$ cat config.mk
export PLATFORM = sky130hd
export DESIGN_NAME = stat_bcd_scheduler_flat
export DESIGN_NICKNAME = d
export VERILOG_FILES = /design/src/rtl/stat_bcd_if.sv /design/src/rtl/stat_bcd_scheduler.sv /design/src/flat_wrapper.sv
export SDC_FILE = /design/constraint.sdc
export NUM_CORES = 1
export LEC_CHECK = 0
export BUFFER_PORTS_ARGS = -buffer_cell sky130_fd_sc_hd__buf_4
export CAP_MARGIN = 30
export CORE_MARGIN = 2
export CORE_UTILIZATION = 50
export CTS_CLUSTER_SIZE = 16
export DETAILED_ROUTE_END_ITERATION = 10
export PLACE_DENSITY = 0.76
export SLEW_MARGIN = 20
export SYNTH_ARGS = -nofsm -noshare
export SYNTH_HDL_FRONTEND = slang
export SYNTH_SLANG_ARGS = --single-unit
$ cat constraint.sdc
create_clock -name clk_n -period 4.2 [get_ports clk_n]
set_clock_uncertainty 0.15 [all_clocks]
set_input_delay 0.63 -clock clk_n [delete_from_list [all_inputs] [get_ports clk_n]]
set_output_delay 0.63 -clock clk_n [all_outputs]
set_load 0.01 [all_outputs]
$ cat src/rtl/stat_bcd_if.sv
// Counter inputs, control and decimal display outputs of the shared BCD scheduler.
interface stat_bcd_if #(
  parameter int DATA_W = 32
);
  logic              en;
  logic              hold;
  logic [DATA_W-1:0] zong_counter_data;
  logic [DATA_W-1:0] tiao_jian_counter_data;
  logic [DATA_W-1:0] wu_tiao_jian_counter_data;
  logic [19:0]       zong_bcd;
  logic [15:0]       tiao_bcd;
  logic [15:0]       wu_tiao_bcd;
  logic [2:0]        sat;
  logic [2:0]        upd_pulse;
  logic [1:0]        cur_ch;
  logic              busy;

  modport master (
    output en, hold, zong_counter_data, tiao_jian_counter_data, wu_tiao_jian_counter_data,
    input  zong_bcd, tiao_bcd, wu_tiao_bcd, sat, upd_pulse, cur_ch, busy
  );

  modport slave (
    input  en, hold, zong_counter_data, tiao_jian_counter_data, wu_tiao_jian_counter_data,
    output zong_bcd, tiao_bcd, wu_tiao_bcd, sat, upd_pulse, cur_ch, busy
  );
endinterface

$ cat src/rtl/stat_bcd_scheduler.sv
// One shift-add-3 binary-to-BCD engine time-shared round-robin across the three
// performance counters; holds the latest decimal digits of each for the display mux.

// Per-nibble double-dabble correction: add 3 when the digit would overflow on shift.
module stat_bcd_add3 (
  input  logic [3:0] d,
  output logic [3:0] q
);
  assign q = (d >= 4'd5) ? d + 4'd3 : d;
endmodule

module stat_bcd_scheduler #(
  parameter int DATA_W      = 32,
  parameter int REFRESH_GAP = 0
) (
  input  logic     clk_n,
  input  logic     rst,
  stat_bcd_if.slave bus
);
  localparam int NDIG  = 10;
  localparam int ACC_W = NDIG * 4;
  localparam int CNT_W = (DATA_W > 1) ? $clog2(DATA_W) : 1;

  typedef enum logic [2:0] {S_IDLE, S_CAPTURE, S_SHIFT, S_WRITE, S_GAP} state_t;

  typedef struct packed {
    logic [ACC_W-1:0]  acc;
    logic [DATA_W-1:0] bin;
    logic              sat_pend;
  } eng_t;

  state_t            state, state_nx;
  eng_t              eng;
  logic [CNT_W-1:0]  bit_cnt;
  logic [7:0]        gap_cnt;
  logic [1:0]        cur_ch;
  logic [19:0]       zong_r;
  logic [15:0]       tiao_r, wu_r;
  logic [2:0]        sat_r, upd_r;

  logic [DATA_W-1:0]          cap_val;
  logic [63:0]                cap_wide;
  logic                       cap_sat;
  logic [NDIG-1:0][3:0]       acc_nib, adj_nib;
  logic [19:0]                z_wr;
  logic [15:0]                n_wr;
  logic                       gap_done;

  // Snapshot source follows the channel that owns the engine.
  always_comb begin
    cap_val = bus.zong_counter_data;
    unique case (cur_ch)
      2'd1:    cap_val = bus.tiao_jian_counter_data;
      2'd2:    cap_val = bus.wu_tiao_jian_counter_data;
      default: cap_val = bus.zong_counter_data;
    endcase
  end

  assign cap_wide = 64'(cap_val);
  assign cap_sat  = (cur_ch == 2'd0) ? (cap_wide > 64'd99999) : (cap_wide > 64'd9999);

  assign acc_nib = eng.acc;
  for (genvar i = 0; i < NDIG; i++) begin : g_dig
    stat_bcd_add3 u_add3 (.d(acc_nib[i]), .q(adj_nib[i]));
  end

  assign z_wr = eng.sat_pend ? 20'h99999 : eng.acc[19:0];
  assign n_wr = eng.sat_pend ? 16'h9999  : eng.acc[15:0];

  // With no refresh gap the WRITE cycle doubles as the en sampling point.
  assign gap_done = (REFRESH_GAP == 0) ? (state == S_WRITE) : (state == S_GAP && gap_cnt == 8'd0);

  always_comb begin
    state_nx = state;
    unique case (state)
      S_IDLE:    if (bus.en) state_nx = S_CAPTURE;
      S_CAPTURE: state_nx = S_SHIFT;
      S_SHIFT:   if (bit_cnt == '0) state_nx = S_WRITE;
      S_WRITE:   state_nx = gap_done ? (bus.en ? S_CAPTURE : S_IDLE) : S_GAP;
      S_GAP:     if (gap_done) state_nx = bus.en ? S_CAPTURE : S_IDLE;
      default:   state_nx = S_IDLE;
    endcase
  end

  always_ff @(posedge clk_n or posedge rst) begin
    if (rst) state <= S_IDLE;
    else     state <= state_nx;
  end

  // Engine: capture, then DATA_W shift-add-3 steps; runs full length even when saturated.
  always_ff @(posedge clk_n or posedge rst) begin
    if (rst) begin
      eng     <= '0;
      bit_cnt <= '0;
      gap_cnt <= '0;
      cur_ch  <= 2'd0;
    end else begin
      unique case (state)
        S_CAPTURE: begin
          eng.acc      <= '0;
          eng.bin      <= cap_val;
          eng.sat_pend <= cap_sat;
          bit_cnt      <= CNT_W'(DATA_W - 1);
        end
        S_SHIFT: begin
          {eng.acc, eng.bin} <= {adj_nib, eng.bin} << 1;
          bit_cnt            <= bit_cnt - 1'b1;
        end
        S_WRITE: begin
          cur_ch  <= (cur_ch == 2'd2) ? 2'd0 : cur_ch + 2'd1;
          gap_cnt <= 8'(REFRESH_GAP - 1);
        end
        S_GAP: begin
          if (gap_cnt != 8'd0) gap_cnt <= gap_cnt - 8'd1;
        end
        default: ;
      endcase
    end
  end

  // Display registers; hold on the WRITE edge suppresses the whole update.
  always_ff @(posedge clk_n or posedge rst) begin
    if (rst) begin
      zong_r <= '0;
      tiao_r <= '0;
      wu_r   <= '0;
      sat_r  <= '0;
      upd_r  <= '0;
    end else begin
      upd_r <= '0;
      if (state == S_WRITE && !bus.hold) begin
        sat_r[cur_ch] <= eng.sat_pend;
        upd_r[cur_ch] <= 1'b1;
        unique case (cur_ch)
          2'd1:    tiao_r <= n_wr;
          2'd2:    wu_r   <= n_wr;
          default: zong_r <= z_wr;
        endcase
      end
    end
  end

  assign bus.zong_bcd    = zong_r;
  assign bus.tiao_bcd    = tiao_r;
  assign bus.wu_tiao_bcd = wu_r;
  assign bus.sat         = sat_r;
  assign bus.upd_pulse   = upd_r;
  assign bus.cur_ch      = cur_ch;
  assign bus.busy        = (state != S_IDLE);
endmodule
$ cat src/flat_wrapper.sv
// flat-port wrapper written by rule: the top's interface ports become plain ports
module stat_bcd_scheduler_flat 
#(
  parameter int DATA_W      = 32,
  parameter int REFRESH_GAP = 0
)
  (clk_n, rst, bus_en, bus_hold, bus_zong_counter_data, bus_tiao_jian_counter_data, bus_wu_tiao_jian_counter_data, bus_zong_bcd, bus_tiao_bcd, bus_wu_tiao_bcd, bus_sat, bus_upd_pulse, bus_cur_ch, bus_busy);
  stat_bcd_if #(.DATA_W(DATA_W)) bus_i ();
  input  logic clk_n;
  input  logic rst;
  input wire logic [$bits(bus_i.en)-1:0] bus_en;
  input wire logic [$bits(bus_i.hold)-1:0] bus_hold;
  input wire logic [$bits(bus_i.zong_counter_data)-1:0] bus_zong_counter_data;
  input wire logic [$bits(bus_i.tiao_jian_counter_data)-1:0] bus_tiao_jian_counter_data;
  input wire logic [$bits(bus_i.wu_tiao_jian_counter_data)-1:0] bus_wu_tiao_jian_counter_data;
  output wire logic [$bits(bus_i.zong_bcd)-1:0] bus_zong_bcd;
  output wire logic [$bits(bus_i.tiao_bcd)-1:0] bus_tiao_bcd;
  output wire logic [$bits(bus_i.wu_tiao_bcd)-1:0] bus_wu_tiao_bcd;
  output wire logic [$bits(bus_i.sat)-1:0] bus_sat;
  output wire logic [$bits(bus_i.upd_pulse)-1:0] bus_upd_pulse;
  output wire logic [$bits(bus_i.cur_ch)-1:0] bus_cur_ch;
  output wire logic [$bits(bus_i.busy)-1:0] bus_busy;
  assign bus_i.en = bus_en;
  assign bus_i.hold = bus_hold;
  assign bus_i.zong_counter_data = bus_zong_counter_data;
  assign bus_i.tiao_jian_counter_data = bus_tiao_jian_counter_data;
  assign bus_i.wu_tiao_jian_counter_data = bus_wu_tiao_jian_counter_data;
  assign bus_zong_bcd = bus_i.zong_bcd;
  assign bus_tiao_bcd = bus_i.tiao_bcd;
  assign bus_wu_tiao_bcd = bus_i.wu_tiao_bcd;
  assign bus_sat = bus_i.sat;
  assign bus_upd_pulse = bus_i.upd_pulse;
  assign bus_cur_ch = bus_i.cur_ch;
  assign bus_busy = bus_i.busy;
  stat_bcd_scheduler #(.DATA_W(DATA_W), .REFRESH_GAP(REFRESH_GAP)) u_core (.clk_n(clk_n), .rst(rst), .bus(bus_i));
endmodule
== After elaboration in Yosys (flattened, before gate mapping) ==
Index checks and enable logic that the tools add are counted.
Widths: inputs -> output; s select.

* Reductions and logical operators: 13
* $lt $le $gt $ge: 14
* Equality and inequality tests: 8
* Mux-type cells: 25
* Add/subtract/negate cells: 12
* Div/mod/pow operators: 0
* $mul: 0
* Shifts and indexed selects: 0
* Bitwise gates (word level): 2

{| class="wikitable"
|+ Operators with widths
! operator !! number
|-
| $pmux 72 s2 || 1
|-
| $pmux 32 s2 || 1
|-
| $ge 4x3->1 const B || 10
|-
| $add 4x2->4 const B || 9
|-
| $mux 4 || 9
|-
| $gt 32x14->1 const B || 1
|-
| $gt 32x17->1 const B || 1
|-
| $mux 20 || 1
|-
| $mux 16 || 1
|-
| $pmux 3 s5 || 1
|-
| $mux 3 || 4
|-
| $pmux 5 s2 || 1
|-
| $eq 3x2->1 const B || 2
|-
| $reduce_and 2->1 || 3
|-
| $logic_not 5->1 || 1
|-
| $sub 5x1->5 const B || 1
|-
| $add 3x2->3 const B || 1
|-
| $bwmux 3 || 1
|-
| $eq 3x1->1 const B || 1
|-
| $eq 3x3->1 const B || 1
|-
| $logic_not 3->1 || 1
|-
| $lt 2x3->1 const B || 1
|-
| $mux 1 || 3
|-
| $reduce_and 3->1 || 1
|-
| 15 further kinds || 17
|}

* Bits in read-only memories: 0
* Memories: 0
* Bits in writable memories: 0
* Word-level logic and storage cells: 85
* Bits in registers: 141
* Bits in latches: 0

== Longest topological paths before layout ==
Gate-level depths: netlist of run 1.

* Depth after elaboration: 5
* Depth in mapped cells: 9
* Gate-level depth less buffers: 7

== Modules after synthesis ==
A second synthesis of run 1 with hierarchy kept.

* Cells, all modules: 695
* Area total of the unflattened synthesis: 6208.5 um^2

{| class="wikitable"
|+ By module, submodules not included
! module !! area each (um^2) !! cells an instance !! seq. area each (um^2) !! instances
|-
| stat_bcd_scheduler || 5701.7 || 615 || 3002.9 || 1
|-
| stat_bcd_add3 || 101.3 || 16 || 0.0 || 5
|}

== Worst setup path after synthesis of run 1 ==
No wires, ideal clock.

* Path kind: register to register
* Start point: register u_core.cur_ch[0], in the netlist u_core.bus.cur_ch[0]
* End point: register u_core.eng[0] (netlist name)
* Slack: 1848 ps
* Path buffers: 1
* Arrival: 2060 ps
* Required time: 3908 ps
* Cell stages (with the launch flop): 9
* Clock period less this slack: 2352 ps
* Setup time: 142 ps
* Cells stage by stage: dfrtp_1 inv_1 ha_1 buf_4 nor2_1 a21oi_2 or4_1 o41ai_2 o311ai_1

* Cells in the longest elaborated chain, start to end: 4
* Elaborated cells between the ends (all ways): 7
* Classes of those cells: order compare (2); eq/ne (2); mux (2); reduce/logical (1)

{| class="wikitable"
|+ Ends and longest elaborated chain
! what !! RTL line !! source
|-
| start: declaration || stat_bcd_scheduler.sv:36 || <nowiki>logic [1:0] cur_ch;</nowiki>
|-
| start signal: assignment || stat_bcd_scheduler.sv:110 || <nowiki>cur_ch <= (cur_ch == 2'd2) ? 2'd0 : cur_ch + 2'd1;</nowiki>
|-
| $eq 2x2->1 / $eq 2x1->1 (equally long branches) || stat_bcd_scheduler.sv:52 || <nowiki>unique case (cur_ch)</nowiki>
|-
| $pmux 32 s2 || stat_bcd_scheduler.sv:52 ||
|-
| $gt 32x14->1 / $gt 32x17->1 (equally long branches) || stat_bcd_scheduler.sv:60 || <nowiki>assign cap_sat = (cur_ch == 2'd0) ? (cap_wide > 64'd99999) : (cap_wide > 64'd9999);</nowiki>
|-
| $mux 1 (*) || stat_bcd_scheduler.sv:60 ||
|-
| end: declaration || stat_bcd_scheduler.sv:33 || <nowiki>eng_t eng;</nowiki>
|}

Every way passes the cells marked *; elsewhere a longest branch is shown, timed or not.
A chain may end at the register's enable or synchronous reset.

== Worst setup path in the final report of run 1 ==
Same ends and word-level chain as after synthesis.

==> results of run 1 <==
[worst max-delay path: cells and delay by family, from the launching register on]
kind | cells | cell delay [ns]
DFF | 1 | 0.39
buffers and inverters | 1 | 0.10
and+or+nand+nor | 1 | 0.54
adders and majority gates | 1 | 0.95
AOI/OAI and AO/OA | 3 | 0.72
[cell type report]
| type | instances | area share |
|---|---|---|
| clock inverters | 14 | 0.02238 |
| multi-input cells | 462 | 0.3456 |
| inverters | 25 | 0.01222 |
| clock buffers | 18 | 0.05445 |
| repair buffers | 168 | 0.1610 |
| flip-flops and latches | 120 | 0.3810 |
| well taps | 147 | 0.02334 |
[per-stage QoR]
stage          worst slack (ns)  total power, W  instance area [um2]  hold slack [ns]  utilization
4_1_cts                   1.183        0.005702                 7879           0.2266       0.6642
2_1_floorplan            0.2342        0.003511                 6007           0.3008            -
3_3_place_gp              1.256        0.004089                 7258           0.3106       0.6119
6_report                  1.190        0.005675                 7881           0.1922       0.6645
5_1_grt                  0.9812        0.006081                 7881           0.2736       0.6645
3_5_place_dp              1.188        0.004217                 7273           0.3221       0.6132
[layer usage]
layer	GRT usage	vias to the layer above	wire length, um
li1	-	2562	-
met1	0.3130	2525	6457
met2	0.3920	221	7163
met3	0.06004	21	959
met4	0.08049	0	223
met5	0	-	0
[kinds of logic (layout without fill, tap and decap cells)]
| group | after synthesis | after routing | synth area share |
|---|---|---|---|
| flip-flops | 120 | 120 | 0.4999 |
| XOR/XNOR | 7 | 7 | 0.01021 |
| AND/OR/NAND/NOR | 198 | 198 | 0.1381 |
| AO/OA/AOI/OAI | 204 | 204 | 0.2060 |
| buffers and inverters | 68 | 225 | 0.04832 |
| multiplexers | 33 | 33 | 0.05582 |
| adder cells (fa/ha/maj) | 20 | 20 | 0.04166 |
[sequential cells by signal (all words and copies together), names as in the netlist, 3 cells and up]
name	cells
u_core.bus.wu_tiao_bcd	16
u_core.bus.zong_bcd	20
u_core.bus.tiao_bcd	16
u_core.bit_cnt	5
u_core.bus.sat	3
u_core.bus.upd_pulse	3
u_core.acc_nib	20
u_core.eng	33
[report_power, final]
part	internal, W	switching [W]	total [W]
clock network	0.000935	0.000526	0.00146
registers	0.00152	0.000212	0.00174
logic	0.00101	0.00147	0.00248
total	0.00347	0.00221	0.00568
[cell usage in the layout, fill, tap and decap left out, types with 3 or more instances in the layout]
cell / synthesis / final
nand2_1: 74 / 74
clkinvlp_4: 0 / 5
nand3_1: 3 / 3
a22oi_1: 7 / 7
ha_1: 20 / 16
o31ai_1: 3 / 3
buf_4: 3 / 167
mux2_2: 4 / 4
a22o_1: 24 / 24
bufinv_16: 0 / 3
nand4_1: 5 / 5
clkbuf_16: 0 / 17
o22ai_1: 12 / 12
ha_2: 0 / 4
dfrtp_1: 120 / 120
xnor2_1: 5 / 5
clkinv_4: 0 / 4
a21oi_1: 78 / 78
o21ai_0: 60 / 60
nor2_1: 90 / 90
mux2i_1: 29 / 29
a32o_1: 5 / 5
a211oi_1: 6 / 6
inv_1: 25 / 24
nand2b_1: 14 / 14
[path summary, 6_finish.rpt]
| kind | cells past startpoint | start | endpoint | slack [ns] |
|---|---|---|---|---|
| worst min register to register | 2 | u_core.bus.zong_bcd[4]$_DFFE_PP0P_ | u_core.bus.zong_bcd[4]$_DFFE_PP0P_ | 0.33 |
| worst min-delay path | 2 | rst | u_core.bus.upd_pulse[0]$_DFF_PP0_ | 0.19 |
| worst max-delay path | 6 | u_core.bus.cur_ch[0]$_DFFE_PP0N_ | u_core.eng[0]$_DFFE_PP0P_ | 1.19 |
| min in group clk_n | 2 | u_core.bus.zong_bcd[4]$_DFFE_PP0P_ | u_core.bus.zong_bcd[4]$_DFFE_PP0P_ | 0.33 |
| max in group asynchronous | 3 | rst | u_core.eng[17]$_DFFE_PP0P_ | 2.81 |
| worst max register to register | 6 | u_core.bus.cur_ch[0]$_DFFE_PP0N_ | u_core.eng[0]$_DFFE_PP0P_ | 1.19 |
==> reports/qor.yml, run 1 <==
outcome:
  status: "complete, no violations"
finish:
  fin_nets: 914
  regArea_um2: 3003
  drive_above_1_share: 0.2627
  n_antenna_cell: 0
  stdcell_count: 954
  multiInputGateArea_um2: 2724
  area_growth_pct: 31.20
  fill_cells: 944
worst_setup_path:
  critPathMaxFanout: 42
  arrival_ns: 3.13
  path_cells: "inv_1 -> ha_2 -> a21oi_1 -> or4_1 -> o41ai_2 -> o311ai_1"
  critPathMaxStageDelay_ns: 0.95
  cp.required_ns: 4.32
  cp-end-kind: "flop"
  crit_slowest_cell: "ha_2"
  crit_type: "reg2reg"
  start_kind: "flop"
synth:
  async_flop_share: 1.000
  synth_cell_type_count: 42
  synth_most_common_cell: "dfrtp_1"
  yosysWarnings: 0
  syn-num-nets: 770
  ys_top_cells_by_area: "dfrtp_1 (50%), a21oi_1 (6.5%), nor2_1 (5.6%)"
  synth_edf_count: 0
  synth_area_um2: 6007
  synth_cells: 650
  synth_seq_cells: 120
  synth_top_area_cell: "dfrtp_1"
  synth_top_area_share: 0.4999
  synth_ff_type: "dfrtp_1"
  syn_avg_cell_area_um2: 9.242
  yosysSeqAreaShare: 0.4999
  synthTopCellsByCount: "dfrtp_1 (120), nor2_1 (90), a21oi_1 (78), nand2_1 (74), o21ai_0 (60)"
route:
  post_drt_wl_per_cell_um: 15.52
  vias_per_cell: 5.586
  vias: 5329
  dr.pass1.iters: 5
  drcViolationCount: 0
  drt_iter0_drc: 407
  ant_nets: 0
  wirelength_um: 14800
floorplan:
  core_area_um2: 11860
  start_util: 0.5064
  die-area_um2: 12910
  ios: 161
  dieHeight_um: 113.6
  placementRows: 40
  die_x_um: 113.6
timing:
  rsz0062_at_grt: "false"
  max_freq_ghz: 0.3323
  relSlewSlack: 0.3733
  tns_ns: 0
  fin_crit_ns: 3.010
  setup_violations: 0
  fin_crit_sh: 0.7166
  drv_slew: 0
  hold_viol: 0
  worst_pin_slew_ns: 0.9400
cts:
  cts_setup_buffers: 0
  clockBufferDepth: 2
  clkLatencyLatePin_ns: 0.41
  htreeDepth: 4
  cts_tree: "built"
  ctsHoldBuffers: 0
  cts.sinks: 120
  clkTransAtPathRegs_ns: 0.06
  root_buffer: "clkbuf_16"
  numCtsBuffers: 17
  cts_resized: 0
global_route:
  first_global_vias: 5245
  grt_pass1_wl_um: 24820
  grt_max_degree: 93
  grtUsageTotal: 0.2391
  grt_remaining_overflow: 0
  grt_antenna_before_repair: 0
power:
  p_leak_nw: 3.776
  p_per_area_nw_per_um2: 720.1
  ir_worst_vdd_mv: 0.5395
placement:
  io_buffer_count: 160
  place.gp.congestion: 0.8445
  dp.cells: 922
  dp_hpwl_um: 10460
run:
  drv_cap: 0
hold_path:
  hold_path.class: "in2async"
(Power assumes the default switching activity.)
==> run 2: changes to the inputs <==
- CORE_UTILIZATION: 50 -> 48
- PLACE_DENSITY: 0.76 -> 0.77
- clock period: 4.2 -> 2.7 ns (I/O delays scaled with it)
==> run 2 against run 1 <==
Against the previous run:
- final area increased by 2.1%
- combinational power increased by 63%
- sequential power is 55% higher
- wire length hardly changed
- hold slack got worse by 0.079 ns
- sequential share of layout area down 0.77 points
- critical path depth grew 3
- critical endpoint unchanged
==> reports/qor.yml, run 2 (synthesized netlist as in run 1, its figures left out) <==
floorplan:
  placementRows: 40
  start_util: 0.4960
  die-area_um2: 13430
  ios: 161
  die_x_um: 115.9
  dieHeight_um: 115.9
  core_area_um2: 12110
timing:
  fin_crit_ns: 2.556
  setup_violations: 0
  worst_pin_slew_ns: 0.8073
  relSlewSlack: 0.4618
  max_freq_ghz: 0.3912
  drv_slew: 0
  fin_crit_sh: 0.9468
  hold_viol: 0
worst_setup_path:
  crit_slowest_cell: "o41ai_2"
  path_common_cell: "buf_4"
  cp.required_ns: 2.83
  crit_type: "reg2reg"
  worstReg2RegEnd: "u_core.eng[0]$_DFFE_PP0P_"
  critPathMaxFanout: 18
  start_kind: "flop"
  cp-end-kind: "flop"
  path_cells: "inv_1 -> ha_1 -> buf_4 -> buf_4 -> a22o_1 -> mux2i_2 -> nand4_1 -> o41ai_2 -> o311ai_1"
  timing.rr.start: "u_core.bus.cur_ch[1]$_DFFE_PP0N_"
  crit_start: "u_core.bus.cur_ch[1]$_DFFE_PP0N_"
  ff2ff_setup_slack_ns: 0.14
  r2r_cells: 9
  worstSetupPathDepth: 9
  crit_family: "compound AO/OA/AOI/OAI gates"
  critPathMaxStageDelay_ns: 0.41
  crit_path_end: "u_core.eng[0]$_DFFE_PP0P_"
  arrival_ns: 2.69
  critPathBufInv: 3
route:
  wl_met1_um: 6409
  drcViolationCount: 0
  vias: 5344
  highest_layer: "met4"
  wl_met3_um: 935
  dr.pass1.iters: 5
  post_drt_wl_per_cell_um: 15.09
  ant_nets: 0
  wirelength_um: 14810
  drt_iter0_drc: 355
  vias_per_cell: 5.448
  met2WireLength_um: 7281
cts:
  clockBufferDepth: 2
  cts.sinks: 120
  clkTransAtPathRegs_ns: 0.06
  root_buffer: "clkbuf_16"
  cts_tree: "built"
  clkLatencyLatePin_ns: 0.42
  htreeDepth: 4
  numCtsBuffers: 17
finish:
  fin_nets: 920
  n_antenna_cell: 0
  final_common_cell: "buf_4"
  final_cell_mix: "buf_4 (167), dfrtp_1 (120), nor2_1 (90)"
  largest-register: "u_core.eng"
  largest_reg_flops: 33
  drive_above_1_share: 0.2706
  area_growth_pct: 33.91
  fin_area_um2: 8044
run:
  drv_cap: 0
power:
  fin_total_pwr_w: 0.009083
  p_sw_w: 0.003520
  p_comb_frac: 0.446
  pwr-share-seq: 0.297
  p_per_area_nw_per_um2: 1129
  p_int_w: 0.005562
  ir_worst_vdd_mv: 0.6074
  pwr-share-clk: 0.257
  p_leak_nw: 3.843
  p_sw_frac: 0.3876
outcome:
  status: "complete, no violations"
global_route:
  grt_max_degree: 70
  grtUsageTotal: 0.2258
  grt_antenna_before_repair: 0
  grt_pass1_wl_um: 23950
  grt_remaining_overflow: 0
  first_global_vias: 5172
placement:
  io_buffer_count: 160
  dp_hpwl_um: 10580
  place.gp.congestion: 0.8686
  place_area_um2: 7393
hold_path:
  min_path_cells: 3
  hold_path.class: "in2reg"
-- run 2: cell types whose count changed in the layout (fill, tap and decap cells not counted), sizes merged --
cell / previous run / this run
buf: 168 / 173
inv: 26 / 30
clkinvlp: 5 / 2
clkbuf: 18 / 17
dlygate4sd3: 0 / 1
-- run 2: power by group through the flow --
| stage | clock network [W] | registers [W] | logic [W] |
|---|---|---|---|
| after floorplan | 0 | 0.00275 | 0.00271 |
| after global placement | 0 | 0.00270 | 0.00381 |
| after detailed placement | 0 | 0.00272 | 0.00397 |
| after CTS | 0.00236 | 0.00270 | 0.00398 |
| after global routing | 0.00247 | 0.00276 | 0.00450 |
| final | 0.00234 | 0.00270 | 0.00405 |
-- run 2: worst min-delay path by stage --
stage,startpoint,end,slack [ns]
floorplan,u_core.eng[32]$_DFFE_PP0P_,u_core.acc_nib[0]$_DFFE_PP0P_,0.30
global placement,u_core.bus.zong_bcd[10]$_DFFE_PP0P_,u_core.bus.zong_bcd[10]$_DFFE_PP0P_,0.31
detailed placement,u_core.bus.zong_bcd[10]$_DFFE_PP0P_,u_core.bus.zong_bcd[10]$_DFFE_PP0P_,0.32
CTS,bus_en,u_core.state[0]$_DFFE_PP0P_,0.11
global route,bus_en,u_core.state[0]$_DFFE_PP0P_,0.14
finish,bus_en,u_core.state[0]$_DFFE_PP0P_,0.11
-- run 2: tightest hold or removal path, stage by stage --
cell	delay, ns
buf_4	0.09
a211oi_1	0.06
nor2_1	0.08
-- run 2: cell type report --
class | instances | area (um2)
fill | 939 | 4068
inverter | 25 | 97.59
tap | 168 | 210.2
sequential | 120 | 3003
clock inverter | 15 | 190.2
timing repair buffer | 174 | 1375
multi-input combinational | 462 | 2743
clock buffer | 17 | 425.4
-- run 2: timing repair --
item	4_1_cts	5_1_grt
setup buffers	0	0
gates resized for setup	0	5
hold buffers	1	0
hold endpoints to repair	28	0
setup endpoints to repair	0	1
-- run 2: routing by layer --
metal,up-vias,global-route usage
met4,0,0.07143
met5,-,0
met3,22,0.06119
met2,199,0.3696
met1,2549,0.2944
li1,2574,-
-- run 2: per-stage QoR --
stage                     std cells  hold slack [ns]    util   TNS, ns  worst slack (ns)
after floorplan                 650           0.3008       -         0            0.3483
after global placement          948           0.3118  0.6104         0            0.1729
after detailed placement        948           0.3221  0.6104         0           0.09393
after CTS                       981           0.1127  0.6621         0           0.06851
after global routing            981           0.1405  0.6642  -0.01105          -0.01105
final                           981           0.1128  0.6642         0            0.1436
==> run 3: changes to the inputs <==
- ABC_AREA: default -> 1
- PLACE_DENSITY: 0.77 -> 0.76
- REMOVE_ABC_BUFFERS: default -> 1
==> run 3 against run 2 <==
Against the previous run:
- sequential share of layout area fell by 0.96 points
- fmax is 4.7% higher
- core utilization fell by 1.5 points
- non-clock buffer count grew 1
- final area rose by 2.6%
- highest routed layer unchanged
- clock power shrank 3%
- largest power group unchanged
- synthesized area is 5.3% higher
- wire length grew 9.8%
- critical endpoint unchanged
- critical path depth grew 4
- combinational power increased by 10%
- clock-buffer cell count unchanged
==> reports/qor.yml, run 3 <==
route:
  wirelength_um: 16250
  drcViolationCount: 0
  drt_iter0_drc: 527
  post_drt_wl_per_cell_um: 14.45
  ant_nets: 0
  vias_per_cell: 5.139
  vias: 5781
  dr.pass1.iters: 8
cts:
  clkTransAtPathRegs_ns: 0.06
  cts_setup_buffers: 0
  clockBufferDepth: 2
  cts_tree: "built"
  root_buffer: "clkbuf_16"
  numCtsBuffers: 17
  cts.sinks: 120
  htreeDepth: 4
  clkLatencyLatePin_ns: 0.41
  cts_resized: 0
timing:
  relSlewSlack: 0.6104
  max_freq_ghz: 0.4095
  rsz0062_at_grt: "false"
  finalWorstSetupSlack_ns: 0.2578
  fin_crit_sh: 0.9045
  tns_ns: 0
  hold_viol: 0
  worst_pin_slew_ns: 0.5838
  drv_slew: 0
  setup_violations: 0
  fin_crit_ns: 2.442
global_route:
  first_global_vias: 5692
  grtUsageTotal: 0.2376
  grt_antenna_before_repair: 0
  grt_max_degree: 66
  grt_remaining_overflow: 0
  grt_pass1_wl_um: 27230
floorplan:
  die-area_um2: 14110
  placementRows: 41
  die_x_um: 118.8
  ios: 161
  core_area_um2: 12720
  start_util: 0.4970
  dieHeight_um: 118.8
worst_setup_path:
  crit_type: "reg2reg"
  cp-end-kind: "flop"
  critPathMaxFanout: 33
  cp.required_ns: 2.85
  start_kind: "flop"
  arrival_ns: 2.59
finish:
  largest-register: "u_core.eng"
  largest_reg_flops: 33
  final_cell_mix: "nand2_1 (295), buf_4 (171), dfrtp_1 (120)"
  final_common_cell: "nand2_1"
  fill_cells: 1109
  fin_nets: 1060
  area_growth_pct: 30.57
  drive_above_1_share: 0.2539
  n_antenna_cell: 0
synth:
  async_flop_share: 1.000
  synth_top_area_cell: "dfrtp_1"
  synth_cells: 784
  synth_seq_cells: 120
  synth_top_area_share: 0.4749
  synth_cell_type_count: 35
  yosysWarnings: 0
  synthTopCellsByCount: "nand2_1 (295), dfrtp_1 (120), inv_1 (67), nand3_1 (46), o21ai_0 (44)"
  synth_most_common_cell: "nand2_1"
  syn_avg_cell_area_um2: 8.066
  synth_edf_count: 0
  yosysSeqAreaShare: 0.4749
  synth_area_um2: 6324
  ys_top_cells_by_area: "dfrtp_1 (47%), nand2_1 (18%), o221ai_1 (4.2%)"
  synth_ff_type: "dfrtp_1"
placement:
  place.gp.congestion: 0.7875
  io_buffer_count: 160
  dp_hpwl_um: 11090
  pre_cts_ws_ns: 0.3461
power:
  p_per_area_nw_per_um2: 1139
  ir_worst_vdd_mv: 0.5656
  p_leak_nw: 4.207
outcome:
  status: "complete, no violations"
run:
  drv_cap: 0
hold_path:
  hold_path.class: "in2reg"
==> run 3: report_power, final <==
| group | switching [W] | internal (W) |
|---|---|---|
| Sequential | 0.000305 | 0.00237 |
| Clock | 0.000896 | 0.00138 |
| Combinational | 0.00274 | 0.00172 |
| Total | 0.00394 | 0.00546 |
==> run 3: logic make-up (layout without fill, tap and decap cells) <==
| logic type | Yosys count | in the layout | synth area share |
|---|---|---|---|
| simple gates | 406 | 406 | 0.2598 |
| flops | 120 | 120 | 0.4749 |
| compound gates | 110 | 110 | 0.1134 |
| buf+inv | 109 | 278 | 0.07974 |
| fa+ha+maj | 20 | 20 | 0.03957 |
| mux | 16 | 16 | 0.02849 |
| xor+xnor | 3 | 3 | 0.004156 |
==> run 3: critical path: stages, from the launching register on <==
cell and delay [ns]:
dfrtp_1 0.40, inv_1 0.10, ha_2 0.40, buf_12 0.19, inv_2 0.13, nand2_1 0.10
a21boi_1 0.23, nand2_1 0.10, nor2_1 0.11, nand2_1 0.08, nor2_1 0.10, nand3_1 0.08
nand3_1 0.08, nand2_1 0.05
==> run 3: worst paths after layout <==
kind,slack (ns),endpoint,depth (start not counted),start
min in group asynchronous,0.36,u_core.bus.zong_bcd[1]$_DFFE_PP0P_,3,rst
setup reg to reg,0.26,u_core.eng[0]$_DFFE_PP0P_,13,u_core.bus.cur_ch[0]$_DFFE_PP0N_
hold / removal,0.03,u_core.bus.upd_pulse[0]$_DFF_PP0_,2,bus_hold
hold reg to reg,0.32,u_core.bus.wu_tiao_bcd[15]$_DFFE_PP0P_,2,u_core.bus.wu_tiao_bcd[15]$_DFFE_PP0P_
setup / recovery,0.26,u_core.eng[0]$_DFFE_PP0P_,13,u_core.bus.cur_ch[0]$_DFFE_PP0N_
max in group asynchronous,1.29,u_core.bus.tiao_bcd[11]$_DFFE_PP0P_,4,rst
==> run 3: per-stage QoR <==
| step | util | power, W | instances | hold WS (ns) | cell area, um2 |
|---|---|---|---|---|---|
| CTS | 0.6470 | 0.009328 | 1124 | 0.02119 | 8232 |
| global route | 0.6490 | 0.01012 | 1125 | 0.03167 | 8257 |
| finish | 0.6490 | 0.009405 | 1125 | 0.02714 | 8257 |
| detailed placement | 0.5997 | 0.007027 | 1091 | 0.2428 | 7630 |
| global placement | 0.5997 | 0.006956 | 1091 | 0.2353 | 7630 |
| floorplan | - | 0.005397 | 746 | 0.2962 | 6086 |
==> run 3: per-layer routing <==
metal	up-vias	wire, um	global-route usage	part of all wire
li1	2854	-	-	-
met5	-	0	0	0
met2	203	7663	0.3919	0.47
met1	2699	7385	0.3136	0.45
met4	0	239	0.06920	0.015
met3	25	965	0.05357	0.059
==> run 3: area by class of cell <==
cell class | count | area [um2] | share of cell area
clock buffers | 17 | 425.4 | 0.05152
clock inverters | 15 | 166.4 | 0.02015
inverters | 71 | 269.0 | 0.03258
multi-input cells | 555 | 2819 | 0.3414
flip-flops and latches | 120 | 3003 | 0.3637
well taps | 172 | 215.2 | 0.02606
repair buffers | 175 | 1359 | 0.1646
==> run 3: repair_timing <==
item | 4_1_cts | 5_1_grt
setup endpoints to repair | 0 | 1
hold buffers | 1 | 0
endpoints found under the hold margin | 21 | 0
